<file path="src/rtl/iob_cache_ram_arbiter.sv">
// Clear sequencer and round-robin two-way arbiter in front of a single-port
// byte-write cache RAM with a one-cycle registered read.
module iob_cache_ram_arbiter #(
   parameter int                DATA_W    = 32,
   parameter int                ADDR_W    = 10,
   parameter logic [DATA_W-1:0] CLEAR_VAL = '0
) (
   input  logic                  clk_i,
   input  logic                  arst_i,
   input  logic                  clear_i,
   output logic                  busy_o,
   input  logic                  r0_valid_i,
   input  logic [ADDR_W-1:0]     r0_addr_i,
   input  logic [DATA_W/8-1:0]   r0_wstrb_i,
   input  logic [DATA_W-1:0]     r0_wdata_i,
   output logic                  r0_ready_o,
   output logic                  r0_rvalid_o,
   output logic [DATA_W-1:0]     r0_rdata_o,
   input  logic                  r1_valid_i,
   input  logic [ADDR_W-1:0]     r1_addr_i,
   input  logic [DATA_W/8-1:0]   r1_wstrb_i,
   input  logic [DATA_W-1:0]     r1_wdata_i,
   output logic                  r1_ready_o,
   output logic                  r1_rvalid_o,
   output logic [DATA_W-1:0]     r1_rdata_o,
   output logic                  ram_en_o,
   output logic [DATA_W/8-1:0]   ram_we_o,
   output logic [ADDR_W-1:0]     ram_addr_o,
   output logic [DATA_W-1:0]     ram_d_o,
   input  logic [DATA_W-1:0]     ram_d_i
);

   typedef enum logic {CLEAR, SERVE} state_t;

   state_t              state_q, state_d;
   logic [ADDR_W-1:0]   cnt_q, cnt_d;
   logic                last_grant_q, last_grant_d;
   logic                rvalid0_q, rvalid0_d;
   logic                rvalid1_q, rvalid1_d;
   logic                grant;

   // State, sweep counter, fairness pointer and read-return pipeline
   always_ff @(posedge clk_i or posedge arst_i) begin
      if (arst_i) begin
         state_q      <= CLEAR;
         cnt_q        <= '0;
         last_grant_q <= 1'b1;
         rvalid0_q    <= 1'b0;
         rvalid1_q    <= 1'b0;
      end else begin
         state_q      <= state_d;
         cnt_q        <= cnt_d;
         last_grant_q <= last_grant_d;
         rvalid0_q    <= rvalid0_d;
         rvalid1_q    <= rvalid1_d;
      end
   end

   // Sweep the RAM while clearing, otherwise grant one requester per cycle
   always_comb begin
      state_d      = state_q;
      cnt_d        = cnt_q;
      last_grant_d = last_grant_q;
      rvalid0_d    = 1'b0;
      rvalid1_d    = 1'b0;
      grant        = 1'b0;
      ram_en_o     = 1'b0;
      ram_we_o     = '0;
      ram_addr_o   = '0;
      ram_d_o      = '0;
      r0_ready_o   = 1'b0;
      r1_ready_o   = 1'b0;
      case (state_q)
         CLEAR: begin
            ram_en_o   = 1'b1;
            ram_we_o   = '1;
            ram_addr_o = cnt_q;
            ram_d_o    = CLEAR_VAL;
            cnt_d      = cnt_q + {{(ADDR_W-1){1'b0}}, 1'b1};
            if (cnt_q == '1) begin
               state_d = SERVE;
               cnt_d   = '0;
            end
         end
         SERVE: begin
            if (clear_i) begin
               state_d = CLEAR;
               cnt_d   = '0;
            end else if (r0_valid_i || r1_valid_i) begin
               grant        = (r0_valid_i && r1_valid_i) ? ~last_grant_q : r1_valid_i;
               last_grant_d = grant;
               ram_en_o     = 1'b1;
               if (grant) begin
                  r1_ready_o = 1'b1;
                  ram_addr_o = r1_addr_i;
                  ram_we_o   = r1_wstrb_i;
                  ram_d_o    = r1_wdata_i;
                  rvalid1_d  = ~|r1_wstrb_i;
               end else begin
                  r0_ready_o = 1'b1;
                  ram_addr_o = r0_addr_i;
                  ram_we_o   = r0_wstrb_i;
                  ram_d_o    = r0_wdata_i;
                  rvalid0_d  = ~|r0_wstrb_i;
               end
            end
         end
         default: state_d = CLEAR;
      endcase
   end

   assign busy_o      = (state_q == CLEAR);
   assign r0_rvalid_o = rvalid0_q;
   assign r1_rvalid_o = rvalid1_q;
   assign r0_rdata_o  = ram_d_i;
   assign r1_rdata_o  = ram_d_i;

endmodule

</file>
<file path="config.mk">
export PLATFORM = sky130hd
export DESIGN_NAME = iob_cache_ram_arbiter
export DESIGN_NICKNAME = d
export VERILOG_FILES = /design/src/rtl/iob_cache_ram_arbiter.sv
export SDC_FILE = /design/constraint.sdc
export NUM_CORES = 1
export LEC_CHECK = 0
export ABC_AREA = 1
export BUFFER_PORTS_ARGS = -buffer_cell sky130_fd_sc_hd__buf_2
export CAP_MARGIN = 20
export CELL_PAD_IN_SITES_DETAIL_PLACEMENT = 0
export CELL_PAD_IN_SITES_GLOBAL_PLACEMENT = 1
export CORE_ASPECT_RATIO = 1.1
export CORE_UTILIZATION = 18
export CTS_BUF_LIST = sky130_fd_sc_hd__clkbuf_4 sky130_fd_sc_hd__clkbuf_8
export CTS_CLUSTER_DIAMETER = 40
export DETAILED_ROUTE_END_ITERATION = 12
export MAX_ROUTING_LAYER = met4
export PLACE_DENSITY = 0.79
export SYNTH_ARGS = -nofsm -noshare
export SYNTH_HDL_FRONTEND = slang
export SYNTH_SLANG_ARGS = --single-unit
</file>
<file path="constraint.sdc">
create_clock -name clk_i -period 1.3 [get_ports clk_i]
set_input_delay 0.195 -clock clk_i [delete_from_list [all_inputs] [get_ports clk_i]]
set_output_delay 0.195 -clock clk_i [all_outputs]
set_load 0.02 [all_outputs]
</file>
After elaboration in Yosys (flattened, before gate mapping)
Index checks and enable logic that the tools add are counted.

storage, ports and cells
  bits in registers = 14
  latch bits = 0
  memory bits (writable) = 0
  bits in read-only memories = 0
  bits of input ports = 129
  output and inout bits = 116
  logic and storage cells = 56
  memories = 0

cells by class
  add/subtract/negate cells = 1
  multiply operators = 0
  divide/modulo/power cells = 0
  $lt $le $gt $ge = 0
  equal/unequal tests = 2
  shifts and indexed selects = 0
  muxes and demuxes = 38
  bitwise gates (word level) = 3
  reduce and logical (&&, ||, !) cells = 7

operator list
  operator                                       number
  2-to-1 mux 32 bit                              3
  case mux 32 bit (2 select lines)               1
  2-to-1 mux 10 bit                              5
  case mux 10 bit (2 select lines)               2
  2-to-1 mux 1 bit                               21
  2-to-1 mux 4 bit                               3
  adder 10 x 1 -> 10 bit, second input constant  1
  equality test 10 bit, second input constant    1
  case mux 4 bit (2 select lines)                1
  OR reduction 4 bit                             2
  case mux 1 bit (2 select lines)                2
  NOT 1 bit                                      3
  AND reduction 3 bit                            1
  logical NOT 1 bit                              2
  inequality test 2 bit, second input constant   1
  logical AND 1 bit                              1
  logical OR 1 bit                               1

Depth between registers and ports, before layout
Gate-level depths: netlist of run 1.

  depth in word-level cells = 6
  depth in mapped cells = 8
  gate-level depth less buffers = 8

Least setup slack after synthesis of run 1
Ideal clock, no wire load.

  kind = reg-to-output
  from = register last_grant_q
  to = output port ram_d_o[16]
  data arrival time = 1.480 ns
  setup slack = -0.375 ns
  cell stages (with the launch flop) = 7
  buffers on the path = 2
  cells stage by stage = dfstp_2 nand2_1 nand2_2 buf_6 clkbuf_4 nor2_1 nor3_1

between the ends
  longest elaborated chain between the ends = 6

RTL lines
  what                              line  source
  start: declaration                37    logic last_grant_q, last_grant_d;
  start signal: assignment          53    last_grant_q <= last_grant_d;
  NOT 1 bit                         90    grant = (r0_valid_i && r1_valid_i) ? ~last_grant_q : r1_valid_i;
  2-to-1 mux 1 bit                  90
  2-to-1 mux 32 bit                 93    if (grant) begin
  2-to-1 mux 32 bit                 89    end else if (r0_valid_i || r1_valid_i) begin
  2-to-1 mux 32 bit                 86    if (clear_i) begin
  case mux 32 bit (2 select lines)  73    case (state_q)
  end: declaration                  29    output logic [DATA_W-1:0] ram_d_o,

Every way passes these cells.

Worst setup path after layout of run 1
  from = register last_grant_q
  to = output port ram_d_o[18]

The elaborated chain is that of the path after synthesis.

==> results_dict.tcl, run 1 <==
set metrics [dict create \
    multiInputGateArea_sq_mm 0.00179 \
    cts-root-buf "clkbuf_8" \
    setup_slack_ns -0.473 \
    synth_commonest_cells "nor2_1, buf_4, nor3_1, nand2_1, o21ai_0" \
    relSlewSlack_pct 67.7 \
    final_max_slew_viol_count 0 \
    dp_slack_ns -0.321 \
    nNetsFinal 566 \
    routed_via_density 4.39 \
    path_clk_slew_ns 0.06 \
    drive_gt1_share_pct 73.8 \
    die_w_um 103 \
    use_met2_pct 26.3 \
    post_drt_wl_per_cell_um 13.8 \
    cp-start-kind "register" \
    syn-cell-area_sq_mm 0.00202 \
    min_path_type "input port to register" \
    synth_compound_area_share_pct 11.0 \
    diodes 0 \
    crit_path_max_fanout 6 \
    synth_edf_count 0 \
    wl_mm 8.02 \
    antenna_found_initial 0 \
    synth_nets 449 \
    finalSetupViolCount 54 \
    status "finished with violations" \
    p_per_area_mw_per_mm2 815 \
    rrSetupSlack_ns -0.14 \
    ys_warn_count 0 \
    drv_cap 0 \
    track_usage_pct 14.0 \
    p_leak_nw 1.71 \
    route.antenna.remaining_nets 0 \
    synth_area_leaders "buf_4, dfrtp_1, nor2_1, nor3_1, o21ai_0" \
    avgSynthCellArea_sq_um 6.32 \
    synth_top_area_share_pct 25.7 \
    cts_tree "built" \
    synthFlopType "dfrtp_1" \
    dr.pass1.iters 4 \
    h-tree-depth 1 \
    period_needed_ns 1.77 \
    place_congestion 0.796 \
    synthToLayoutAreaGrowth_pct 92.6 \
    fmax_mhz 564 \
    rows 40 \
    numCtsBuffers 3 \
    synth-xor-area-share_pct 0.869 \
    drc 0 \
    synth-simple-area-share_pct 38.0 \
    synth_fa_ha_area_share_pct 0.621 \
    place_hpwl_mm 6.36 \
    rr_worst_depth 10 \
    fillerInstances 1159 \
    dieArea_sq_mm 0.0116 \
    ys_ff_latch 14 \
    insertion_delay_ns 0.24 \
    dieHeight_um 113 \
    clock-sinks 14 \
    drt-initial-drc-count 64 \
    use_met1_pct 14.3 \
    finalCritPeriodShare_pct 136 \
    core_area_sq_mm 0.0109 \
    grt_pass1_vias 2545 \
    worstPathRequired_ns 1.11 \
    endpoint "ram_d_o[18]" \
    grt_pass1_wl_mm 12.2 \
    crit_path_end_kind "output pin" \
    initial_utilization_pct 18.5 \
    grt_max_degree 20 \
    rr_endpoint "last_grant_q" \
    num_vias 2557 \
    regArea_sq_um 352 \
    synth_top_family_by_area "simple AND/OR/NAND/NOR gates" \
    crit_start "last_grant_q" \
    yosys.area.top_type "buf_4" \
    clockBufferDepth 2 \
    io_buffer_count 148 \
    gr-usage-met3_pct 0.741 \
    failed_checks "setup timing" \
    synth.most_common_cell "nor2_1" \
    synth_cell_type_count 33 \
    seq_area_frac_synth_pct 17.4 \
    synthCells 319 \
    whs_ns 0.149 \
    muxShareOfSynthArea_pct 0 \
    timing.rr.start "last_grant_q" \
    skew_ns 0.00132 \
    gr-total-overflow 0 \
    top_usage_layer "met2" \
    num_io_pins 245 \
    crit_type "register to output pin" \
    arrival_ns 1.58 \
    vdd_drop_max_mv 0.382 \
    worst_slew_pin_slew_ns 0.480 \
    rsz0062_at_grt "true" \
    async_reset_ff_share_pct 100 \
    hold_viol 0 \
]
==> placed cells by master, fill, tap and decap left out, types with 2 or more instances in the layout <==
master | netlist | routed
nand2_2 | 4 | 7
nor2_4 | 4 | 35
nand3_2 | 2 | 2
nor3_4 | 0 | 28
buf_4 | 69 | 33
nor2_1 | 83 | 44
inv_1 | 9 | 8
buf_6 | 4 | 30
nand4_1 | 3 | 3
inv_2 | 5 | 2
clkbuf_8 | 0 | 3
nand2_1 | 30 | 26
buf_2 | 3 | 114
nand2_4 | 1 | 2
o21ai_4 | 0 | 3
nor3_2 | 1 | 4
nor2_2 | 1 | 9
dfrtp_1 | 13 | 13
o21ai_1 | 7 | 3
o22ai_2 | 0 | 4
o21ai_2 | 0 | 20
inv_4 | 0 | 2
o21ai_0 | 24 | 5
buf_12 | 0 | 11
nand3_1 | 5 | 4
o22ai_1 | 6 | 2
==> where the power goes <==
part	internal, mW	switching, mW
Sequential	0.581	0.163
Clock	0.238	0.164
Combinational	0.894	1.12
==> worst max-delay path: stages, from the launching register on <==
cell and delay (ns):
dfstp_2 0.54, nand2_2 0.06, nand2_4 0.08, inv_4 0.06, buf_12 0.12, buf_16 0.14, nor2_4 0.12, nor3_4 0.05
buf_4 0.15
==> worst min path at each step <==
stage	startpoint	end	slack [ns]	depth (start not counted)
finish	r1_wstrb_i[2]	r1_rvalid_o	0.15	2
global route	r1_wstrb_i[2]	r1_rvalid_o	0.15	2
CTS	r1_wstrb_i[2]	r1_rvalid_o	0.14	2
detailed placement	arst_i	r0_rvalid_o	0.22	3
global placement	arst_i	r0_rvalid_o	0.22	3
floorplan	arst_i	cnt_q[0]	0.08	1
==> final cells by class <==
| class | instances | area share [%] |
|---|---|---|
| well taps | 147 | 4.74 |
| multi-input cells | 212 | 46.1 |
| clock buffers | 4 | 1.26 |
| repair buffers | 191 | 37.1 |
| inverters | 14 | 1.80 |
| flip-flops and latches | 14 | 9.06 |
==> logic make-up after synthesis <==
group / count (synthesis)
buffers and inverters: 93
adders and majority gates: 1
AOI/OAI and AO/OA: 41
DFF: 14
and+or+nand+nor: 168
xor gates and xnor gates: 2
==> metrics by stage <==
stage | setup TNS, ns | power [mW] | util, % | cell area, sq um | instances
finish | -20.41 | 3.16 | 35.6 | 3880 | 582
global route | -23.85 | 3.39 | 35.6 | 3880 | 582
CTS | -20.78 | 3.06 | 34.5 | 3760 | 579
detailed placement | -9.89 | 2.43 | 29.9 | 3260 | 571
global placement | -9.09 | 2.38 | 29.9 | 3260 | 571
floorplan | -2.79 | 2.09 | - | 2630 | 319
==> routing by layer <==
metal  share of wire, %  wire, um
met1                 36      2910
met2                 54      4350
met3                5.6       448
met4                3.9       315
met5                  0         0
==> what timing repair did <==
item | 4_1_cts | 5_1_grt
pin swaps | 10 | 7
setup buffers | 3 | 4
endpoints found under the hold margin | 13 | 0
setup endpoints to repair | 56 | 58
resized for setup | 111 | 22
hold buffers | 1 | 0
cloned | 1 | 1
==> state kept, by name (all words and copies together) (netlist names) <==
signal	count
cnt_q	10
state_q	1
r1_rvalid_o	1
r0_rvalid_o	1
last_grant_q	1
Note: power is estimated with default switching activity, not from simulation.
==> inputs of run 2 (changes only) <==
Settings changed: SETUP_SLACK_MARGIN from default to 0.4.
==> run 2 against run 1 <==
Net effect: the flow still finishes with violations (setup timing); flip-flop and latch count unchanged; first-iteration DRC count increased by 45%; combinational power about the same; sequential share of layout area increased by 0.17 points.
==> results_dict.tcl, run 2 (synthesized netlist as in run 1, its figures left out) <==
set metrics [dict create \
    clockBufferDepth 2 \
    grt_max_degree 26 \
    internal_power_mw 1.72 \
    fmax_mhz 548 \
    nNetsFinal 565 \
    synthToLayoutAreaGrowth_pct 91.8 \
    fillerInstances 1163 \
    clkPwrFrac_pct 14.1 \
    crit_path_max_fanout 25 \
    cp-start-kind "register" \
    path_clk_slew_ns 0.06 \
    power.switching_mw 1.54 \
    multiInputGateArea_sq_mm 0.00182 \
    place_hpwl_mm 6.59 \
    numCtsBuffers 3 \
    setup_slack_ns -0.524 \
    dpl_cell_area_sq_mm 0.00318 \
    track_usage_pct 14.4 \
    routed_via_density 4.40 \
    drt-initial-drc-count 93 \
    post-route-util_pct 35.4 \
    wl_met3_um 488 \
    post_drt_wl_per_cell_um 14.9 \
    io_buffer_count 148 \
    antenna_found_initial 0 \
    final_max_slew_viol_count 0 \
    h-tree-depth 1 \
    wl_mm 8.67 \
    gr-total-overflow 0 \
    cts_tree "built" \
    period_needed_ns 1.82 \
    dieArea_sq_mm 0.0116 \
    finalSetupViolCount 54 \
    diodes 0 \
    p_seq_share_pct 23.6 \
    layout_commonest_cell "buf_2" \
    die_w_um 103 \
    min_path_type "input port to register" \
    rows 40 \
    crit_start "last_grant_q" \
    grt_pass1_vias 2492 \
    worst_slew_pin_slew_ns 0.293 \
    regMostFlops "cnt_q" \
    p_leak_nw 1.70 \
    crit_type "register to output pin" \
    insertion_delay_ns 0.26 \
    relSlewSlack_pct 80.3 \
    met2_length_mm 4.59 \
    dr.pass1.iters 4 \
    holdPathStages 2 \
    cts-root-buf "clkbuf_8" \
    hold_viol 0 \
    timing.rr.start "cnt_q[1]" \
    finalCritPeriodShare_pct 140 \
    drc 0 \
    regArea_sq_um 357 \
    p_comb_share_pct 62.3 \
    largest_register_ffs 10 \
    rsz0062_at_grt "true" \
    rr_worst_depth 7 \
    crit_path_end_kind "output pin" \
    initial_utilization_pct 18.5 \
    vdd_drop_max_mv 0.351 \
    rrSetupSlack_ns -0.02 \
    route.antenna.remaining_nets 0 \
    min-delay-start "r1_wstrb_i[2]" \
    grt_pass1_wl_mm 12.4 \
    met1_length_mm 3.34 \
    dieHeight_um 113 \
    p_per_area_mw_per_mm2 842 \
    arrival_ns 1.63 \
    top_layer "met4" \
    power.total_mw 3.25 \
    drive_gt1_share_pct 76.5 \
    layout_common_cells "buf_2, nor2_1, buf_6" \
    failed_checks "setup timing" \
    holdPathEnd "r1_rvalid_o" \
    num_io_pins 245 \
    final_area_sq_mm 0.00387 \
    worstPathRequired_ns 1.11 \
    drv_cap 0 \
    status "finished with violations" \
    rr_endpoint "cnt_q[5]" \
    skew_ns 0.000639 \
    place_congestion 0.841 \
    clock-sinks 14 \
    switching_share_pct 47.2 \
    core_area_sq_mm 0.0109 \
    whs_ns 0.155 \
    num_vias 2556 \
]
## run 2: cell count changes in the layout (fill, tap and decap cells not counted), moves of 5 or more
| cell | before | now |
|---|---|---|
| buf_12 | 11 | 5 |
| o21ai_2 | 20 | 25 |
| nor2_4 | 35 | 29 |
| buf_4 | 33 | 19 |
| buf_2 | 114 | 121 |
| buf_6 | 30 | 40 |
## run 2: repair_timing
action,CTS,global route
hold buffers,1,0
buffers inserted,2,11
pin swaps,8,14
endpoints found under the hold margin,13,0
gates cloned,1,1
setup endpoints to repair,66,66
resized for setup,51,84
## run 2: cell type report
| cell class | count | area share (%) |
|---|---|---|
| Sequential cell | 14 | 9.22 |
| Tap cell | 147 | 4.76 |
| Inverter | 14 | 1.81 |
| Clock buffer | 4 | 1.42 |
| Multi-Input combinational cell | 212 | 47.0 |
| Timing Repair Buffer | 190 | 35.8 |
## run 2: through the flow
step	setup TNS (ns)	setup slack, ns	cells
after detailed placement	-10.89	-0.305	561
after global routing	-26.44	-0.578	581
after floorplan	-2.83	-0.127	319
after global placement	-9.31	-0.270	561
after CTS	-22.45	-0.514	569
final	-23.18	-0.524	581
## run 2: worst max-delay path by stage
stage,endpoint,slack [ns],cells past startpoint
after floorplan,ram_d_o[24],-0.13,6
after detailed placement,ram_d_o[14],-0.30,8
after global placement,ram_d_o[22],-0.27,8
after CTS,ram_addr_o[9],-0.51,6
final,ram_addr_o[0],-0.52,7
after global routing,ram_addr_o[8],-0.58,7
## run 2: routing by layer
metal,up-vias,GRT usage (%)
li1,1203,-
met4,0,5.63
met2,99,25.1
met5,-,-
met3,24,2.47
met1,1230,16.1
## run 2: worst max-delay path: stages (launching register included)
cell and delay (ns):
dfstp_2 0.54, nand2_2 0.06, nand2_4 0.12, inv_6 0.06
buf_12 0.18, o21ai_2 0.15, o22ai_2 0.09, buf_2 0.16
## run 2: power groups by stage
stage	sequential [mW]	combinational [mW]	clock, mW
2_1_floorplan	0.713	1.40	0
3_3_place_gp	0.720	1.64	0
3_5_place_dp	0.719	1.68	0
4_1_cts	0.721	1.79	0.464
5_1_grt	0.790	2.19	0.494
6_report	0.769	2.03	0.459
==> inputs of run 3 (changes only) <==
Settings changed: CORE_UTILIZATION 18 to 20, PLACE_DENSITY 0.79 to 0.83, SKIP_CTS_REPAIR_TIMING from default to 1.
Clock period 1.3 ns to 1.8 ns, I/O delays scaled along.
==> run 3 against run 2 <==
Net effect: the run ends with DRC, setup timing left; hold slack lost 0.083 ns; clock power shrank 37%; sequential share of layout area grew 0.19 points; global-route usage shrank 0.97 points; sequential power shrank 28%.
==> results_dict.tcl, run 3 (synthesized netlist as in run 1, its figures left out) <==
set metrics [dict create \
    rows 38 \
    gr-total-overflow 0 \
    dieHeight_um 107 \
    insertion_delay_ns 0.25 \
    num_vias 2466 \
    layout_commonest_cell "buf_2" \
    drive_gt1_share_pct 74.7 \
    route.antenna.remaining_nets 0 \
    worst_slew_pin_slew_ns 0.580 \
    numCtsBuffers 3 \
    cts-root-buf "clkbuf_8" \
    nNetsFinal 550 \
    synthToLayoutAreaGrowth_pct 87.2 \
    vdd_drop_max_mv 0.234 \
    p_leak_nw 1.64 \
    crit_slowest_cell "dfstp_2" \
    multiInputGateArea_sq_mm 0.00179 \
    drt-initial-drc-count 97 \
    skew_ns 0.00918 \
    path_clk_slew_ns 0.07 \
    setup_slack_ns -0.0708 \
    largest_register_ffs 10 \
    finalCritPeriodShare_pct 104 \
    rr_endpoint "r0_rvalid_o" \
    crit_start "last_grant_q" \
    clock-sinks 14 \
    relSlewSlack_pct 61.3 \
    grt_pass1_vias 2287 \
    diodes 0 \
    io_buffer_count 148 \
    die_w_um 97.7 \
    rr_worst_depth 6 \
    crit_path_max_fanout 8 \
    routed_via_density 4.58 \
    initial_utilization_pct 20.5 \
    hold_viol 0 \
    grt_pass1_wl_mm 10.8 \
    layout_common_cells "buf_2, nor2_1, nor2_4" \
    grt_max_degree 34 \
    clockBufferDepth 2 \
    worstPathRequired_ns 1.53 \
    path_cells "nand2_4 -> nand2_8 -> buf_12 -> clkbuf_16 -> nor2_1 -> nor3_4 -> buf_6" \
    drc 22 \
    fillerInstances 970 \
    final_area_sq_mm 0.00377 \
    cpPeakStageDelay_ns 0.55 \
    regArea_sq_um 355 \
    cts_tree "built" \
    dr.pass1.iters 8 \
    fmax_mhz 535 \
    dpl_cell_area_sq_mm 0.00299 \
    track_usage_pct 13.4 \
    rrSetupSlack_ns 0.48 \
    status "finished with violations" \
    rsz0062_at_grt "true" \
    arrival_ns 1.60 \
    drv_cap 0 \
    crit_path_end_kind "output pin" \
    dieArea_sq_mm 0.0105 \
    cp-start-kind "register" \
    wl_mm 8.55 \
    final_max_slew_viol_count 0 \
    num_io_pins 245 \
    period_needed_ns 1.87 \
    dp_slack_ns 0.128 \
    p_per_area_mw_per_mm2 582 \
    place_hpwl_mm 5.97 \
    place_congestion 0.793 \
    power.total_mw 2.20 \
    failed_checks "DRC, setup timing" \
    h-tree-depth 1 \
    core_area_sq_mm 0.00984 \
    post_drt_wl_per_cell_um 15.9 \
    endpoint "ram_d_o[6]" \
    finalSetupViolCount 40 \
    min_path_type "input port to async pin" \
    timing.rr.start "last_grant_q" \
    antenna_found_initial 0 \
    crit_type "register to output pin" \
    regMostFlops "cnt_q" \
]
-- run 3: cell types whose count changed in the layout (fill, tap and decap cells not counted), sizes merged --
cell / before / now
dlygate4sd3: 1 / 0
clkbuf: 6 / 9
buf: 187 / 170
-- run 3: final cells by class --
cell class	instances	share of cell area (%)
clock buffer	4	1.29
sequential	14	9.42
timing repair buffer	175	36.0
tap	120	3.98
inverter	14	1.72
multi-input combinational	212	47.5
-- run 3: critical path, delay by kind of cell (launching register included) --
family | cells | cell delay [ns]
flops | 1 | 0.55
simple gates | 4 | 0.40
buf+inv | 3 | 0.41
-- run 3: per-layer routing --
metal  vias up  share of wire (%)  GRT usage (%)
met5         -                  0              -
met4         0                2.9           5.84
met3        24                5.8           1.88
met2       111                 54           24.1
met1      1156                 38           14.9
li1       1175                  -              -
-- run 3: where the power goes --
group	internal (mW)	switching [mW]	total [mW]	leakage (nW)
clock	0.172	0.118	0.290	0.0262
sequential	0.423	0.128	0.551	0.168
combinational	0.587	0.769	1.36	1.45
-- run 3: how the worst min path moves through the flow --
stage	from	to	slack [ns]
floorplan	arst_i	cnt_q[0]	0.16
global placement	arst_i	r0_rvalid_o	0.37
detailed placement	arst_i	r0_rvalid_o	0.37
CTS	arst_i	cnt_q[7]	0.10
global route	arst_i	cnt_q[7]	0.12
finish	arst_i	cnt_q[8]	0.07
-- run 3: stage by stage --
stage / hold slack, ns / utilization (%) / std cells / setup TNS [ns]
after floorplan: 0.159 / - / 319 / 0
after global placement: 0.367 / 30.4 / 519 / 0
final: 0.0716 / 38.3 / 539 / -0.975
after global routing: 0.117 / 38.3 / 539 / -3.81
after CTS: 0.102 / 30.9 / 523 / -2.49
after detailed placement: 0.368 / 30.4 / 519 / 0
